## src/rtl/fwd_stage.sv

```systemverilog
// ID/EXE stage register with operand forwarding mux, flush/hold/stall control.
// Optional statistics counters are enabled by defining FWD_STAGE_STATS_EN.
module fwd_stage (
    input  logic        clk_i,
    input  logic        rst_i,
    input  logic        stall_i,
    input  logic        flush_i,
    input  logic        exe_hold_i,
    input  logic [1:0]  hazard1_i,
    input  logic [1:0]  hazard2_i,
    input  logic [63:0] id_ir_i,
    input  logic [31:0] id_pc_i,
    input  logic [31:0] id_data1_i,
    input  logic [31:0] id_data2_i,
    input  logic [31:0] exe_result_i,
    input  logic [31:0] mem_result_i,
    output logic [63:0] exe_ir_o,
    output logic [31:0] exe_pc_o,
    output logic [31:0] exe_data1_o,
    output logic [31:0] exe_data2_o,
    output logic        exe_valid_o,
    output logic [15:0] stall_cnt_o,
    output logic [15:0] fwd_cnt_o
);

    typedef enum logic {RUN = 1'b0, HOLD = 1'b1} state_t;

    state_t      r_state, w_state_nxt;
    logic        w_load, w_bubble, w_stall_bub;
    logic [31:0] w_op1, w_op2;
    logic        w_fwd_evt;

    // Select 3 is reserved and falls back to the register-file value.
    always_comb begin
        w_op1 = id_data1_i;
        w_op2 = id_data2_i;
        case (hazard1_i)
            2'd1:    w_op1 = mem_result_i;
            2'd2:    w_op1 = exe_result_i;
            default: w_op1 = id_data1_i;
        endcase
        case (hazard2_i)
            2'd1:    w_op2 = mem_result_i;
            2'd2:    w_op2 = exe_result_i;
            default: w_op2 = id_data2_i;
        endcase
    end

    // Flush beats hold, hold beats stall; the decision is the same from either state.
    always_comb begin
        w_state_nxt = RUN;
        w_load      = 1'b0;
        w_bubble    = 1'b0;
        w_stall_bub = 1'b0;
        case (r_state)
            RUN, HOLD: begin
                if (flush_i) begin
                    w_bubble    = 1'b1;
                    w_state_nxt = RUN;
                end else if (exe_hold_i) begin
                    w_state_nxt = HOLD;
                end else if (stall_i) begin
                    w_bubble    = 1'b1;
                    w_stall_bub = 1'b1;
                end else begin
                    w_load = 1'b1;
                end
            end
            default: w_state_nxt = RUN;
        endcase
    end

    always_ff @(posedge clk_i or negedge rst_i) begin
        if (!rst_i) r_state <= RUN;
        else        r_state <= w_state_nxt;
    end

    always_ff @(posedge clk_i or negedge rst_i) begin
        if (!rst_i) begin
            exe_ir_o    <= '0;
            exe_pc_o    <= '0;
            exe_data1_o <= '0;
            exe_data2_o <= '0;
            exe_valid_o <= 1'b0;
        end else if (w_bubble) begin
            exe_ir_o    <= '0;
            exe_pc_o    <= '0;
            exe_data1_o <= '0;
            exe_data2_o <= '0;
            exe_valid_o <= 1'b0;
        end else if (w_load) begin
            exe_ir_o    <= id_ir_i;
            exe_pc_o    <= id_pc_i;
            exe_data1_o <= w_op1;
            exe_data2_o <= w_op2;
            exe_valid_o <= (id_ir_i != 64'h0);
        end
    end

    // Selects 1 and 2 are the only real forwards; a NOP never counts.
    assign w_fwd_evt = w_load && (id_ir_i != 64'h0) &&
                       ((hazard1_i[0] ^ hazard1_i[1]) || (hazard2_i[0] ^ hazard2_i[1]));

`ifdef FWD_STAGE_STATS_EN
    logic [15:0] r_stall_cnt, r_fwd_cnt;

    always_ff @(posedge clk_i or negedge rst_i) begin
        if (!rst_i) begin
            r_stall_cnt <= '0;
            r_fwd_cnt   <= '0;
        end else begin
            if (w_stall_bub && r_stall_cnt != 16'hFFFF) r_stall_cnt <= r_stall_cnt + 16'd1;
            if (w_fwd_evt && r_fwd_cnt != 16'hFFFF)     r_fwd_cnt   <= r_fwd_cnt + 16'd1;
        end
    end

    assign stall_cnt_o = r_stall_cnt;
    assign fwd_cnt_o   = r_fwd_cnt;
`else
    logic w_unused;
    assign w_unused    = w_stall_bub ^ w_fwd_evt;
    assign stall_cnt_o = 16'h0;
    assign fwd_cnt_o   = 16'h0;
`endif

endmodule

```

## config.mk

```make
export PLATFORM = sky130hd
export DESIGN_NAME = fwd_stage
export DESIGN_NICKNAME = d
export VERILOG_FILES = /design/src/rtl/fwd_stage.sv
export SDC_FILE = /design/constraint.sdc
export NUM_CORES = 1
export LEC_CHECK = 0
export CAP_MARGIN = 15
export CORE_AREA = 2 2 166 168
export CTS_BUF_LIST = sky130_fd_sc_hd__clkbuf_8
export CTS_CLUSTER_SIZE = 30
export DETAILED_ROUTE_END_ITERATION = 10
export DIE_AREA = 0 0 168 170
export PLACE_DENSITY_LB_ADDON = 0.08
export REMOVE_ABC_BUFFERS = 1
export SKIP_LAST_GASP = 1
export SYNTH_ARGS = -nofsm -noshare
export SYNTH_HDL_FRONTEND = slang
export SYNTH_SLANG_ARGS = --single-unit
```

## constraint.sdc

```tcl
create_clock -name clk_i -period 0.96 [get_ports clk_i]
set_clock_uncertainty 0.2 [all_clocks]
set_input_delay 0.288 -clock clk_i [delete_from_list [all_inputs] [get_ports clk_i]]
set_output_delay 0.288 -clock clk_i [all_outputs]
set_load 0.05 [all_outputs]
```

==> results.txt <==
Outcome = finished with violations
Failing checks = hold timing, setup timing
CP endpoint kind = register
Place WS = -1.713 ns
Ratio of final minimum period to clock period = 167.7%
M2 GR Usage = 39.63%
H-tree depth = 4
Most frequent cells in the layout = buf_12 (208), a22o_1 (160), dfrtp_1 (160)
Pwr dens = 1156 nW/um^2
Family with the most delay on the worst path = simple AND/OR/NAND/NOR gates
Worst path bufs/invs = 1
Worst setup margin = -0.6502 ns
Hold WC Path Type = input pin to register
Final setup viols = 305
FP Rows = 60
Final Hold Vio Count = 12
Worst Path Arrival = 1.75 ns
Fin area = 16,890 sq um
Final nets = 1,432
CP peak stage delay = 0.52 ns
GRT Total Usage = 23.00%
First-pass GRT wire length = 49,500 microns
CTS tree = yes
Max Slew Vio Count = 0
DP HPWL = 22,070 microns
WL final = 35,470 microns
Clock sinks = 161
Proportion of layout cells with a drive suffix above 1 = 49.13%
Final Util = 63.38%
CTS Hold Bufs = 1
Largest cells by area after synthesis = dfrtp_1 (56%), a22o_1 (19%), a22oi_1 (6.7%), o21ai_0 (4.4%), buf_4 (3.7%)
Vias in the first global route = 7,869
Clock network power share = 27.2%
Max Fclk = 621.0 MHz
Busiest grt layer = met2
Die X = 168 microns
Initial DRC Count = 313
Global-route met1 utilization = 27.69%
Final estimated routing congestion in global placement = 0.7877
Crit-path slowest cell = or4_1
P_sw = 6.548 mW
Leakage Power = 7.588 nW
M3 GR Usage = 7.651%
Post-DRT Antenna Nets = 0
Max Cap Viol = 0
Share of total power in combinational logic = 35.3%
Clock Tree Buf Depth = 2
Synth top area share = 55.97%
Largest area contributor in the netlist = dfrtp_1
Port bufs = 393
Critical path cell sequence = dlygate4sd2_1, nor4_2, nand4_1, or4_1, a22o_1
Initial antenna violation count = 3
Pin count of the biggest net entering global routing = 37
Max VDD drop = 0.0008149 V
Yosys cell types = 19
Cells after Synth = 639
CP Launch Type = input pin
Crit Path Class = input pin to register
RSZ-0062 raised after global routing = yes
Starting Density = 27.01%
Vias = 7,915
Routed length per instance = 22.90 microns
WP data required = 1.10 ns
CP max FO = 2
Area Overhead vs Synth = 134.6%
Fill count = 2,049
Io pins = 426
Drt via density = 5.110
Die area = 28,560 sq um
Syn avg cell area = 11.26 sq um
Synthesis Warnings = 0
Power share of the sequential group = 37.5%
Switching share of power = 33.54%
Gr ovfl total = 0
DR DRC count = 0
Setup TNS = -110.07 ns
Seq cells post-synth = 161
Clk pin slew, worst setup/hold paths = 0.10 ns
Seq/Total Area, Yosys = 55.97%
Pre-antenna DRT Iters = 4
Post-DP Area = 13,820 sq um
Min Clock Period, post-route = 1.610 ns
Mapped Area = 7198 sq um
Int Pwr = 12.98 mW
Die Y = 170 microns
Clock Latency Late Sink = 0.45 ns
Most common cell after layout, fill and taps aside = buf_12
CTS Buf Count = 17
Root Buffer Master = clkbuf_8
Worst hold margin = -0.1319 ns
Std-Cell Core Area = 26,650 sq um
[through the flow]
stage          power [mW]  instances
6_report            19.53       1549
5_1_grt             20.26       1549
4_1_cts             19.17       1499
3_5_place_dp        12.61       1400
3_3_place_gp        12.59       1400
2_1_floorplan       9.344        577
[path summary, 6_finish.rpt]
| check | start | to | slack [ns] | depth (start not counted) |
|---|---|---|---|---|
| setup / recovery | id_ir_i[35] | exe_valid_o$_DFFE_PN0P_ | -0.65 | 5 |
| hold / removal | id_ir_i[31] | exe_ir_o[31]$_DFFE_PN0P_ | -0.13 | 2 |
| setup reg to reg | exe_data2_o[23]$_DFFE_PN0P_ | exe_data2_o[23]$_DFFE_PN0P_ | -0.13 | 2 |
| hold reg to reg | exe_data1_o[5]$_DFFE_PN0P_ | exe_data1_o[5]$_DFFE_PN0P_ | 0.38 | 1 |
| max in group asynchronous | rst_i | exe_data1_o[5]$_DFFE_PN0P_ | 0.05 | 3 |
| min in group asynchronous | rst_i | exe_data1_o[29]$_DFFE_PN0P_ | 0.03 | 2 |
[layer usage]
layer | vias to the layer above | wire length, microns
li1 | 3521 | -
met1 | 3966 | 13820
met2 | 369 | 17500
met3 | 57 | 3066
met4 | 2 | 1064
met5 | - | 13
[power groups by stage]
stage	combinational [mW]	sequential, mW	clock (mW)
after floorplan	1.13	8.21	0
after global placement	5.15	7.45	0
after detailed placement	5.16	7.45	0
after CTS	6.39	7.32	5.46
after global routing	7.18	7.35	5.73
final	6.89	7.32	5.31
[Yosys cell counts]
master / n
a22o_1: 160
a22o_2: 1
a22oi_1: 64
buf_1: 1
buf_2: 10
buf_4: 35
clkbuf_1: 47
conb_1: 1
dfrtp_1: 161
ha_1: 4
inv_1: 4
nand2_1: 64
nand4_1: 4
nor2b_1: 1
nor3_2: 1
nor4_1: 15
nor4_2: 1
o21ai_0: 64
or4_1: 1
[state kept, by name (all words and copies together), names as in the netlist]
| register | cells |
|---|---|
| exe_ir_o | 64 |
| exe_data1_o | 32 |
| exe_data2_o | 32 |
| exe_pc_o | 32 |
| exe_valid_o | 1 |
[logic make-up after synthesis]
kind of cell | Yosys count | share of synthesized area [%]
flip-flops | 161 | 55.97
other | 1 | 0.05210
AND/OR/NAND/NOR | 87 | 5.493
AO/OA/AOI/OAI | 289 | 30.73
buffers and inverters | 97 | 7.057
adder cells (fa/ha/maj) | 4 | 0.6953
[layout make-up]
cell class              instances  area [sq um]  share of cell area, %
repair buffers                599          8290                  49.09
inverters                       4         22.52                 0.1333
clock buffers                  17         234.0                  1.385
flip-flops and latches        161          4030                  23.86
well taps                     341         426.7                  2.526
clock inverters                14         176.4                  1.045
multi-input cells             412          3707                  21.95
diodes                          1         2.502                0.01482
[what timing repair did]
action                     CTS  global route
setup endpoints to repair  322           311
gates resized for setup    377           145
pin swaps                  123            90
buffers inserted            41            51
hold endpoints to repair   177            19
cloned                      26            12
(Power assumes the default switching activity.)
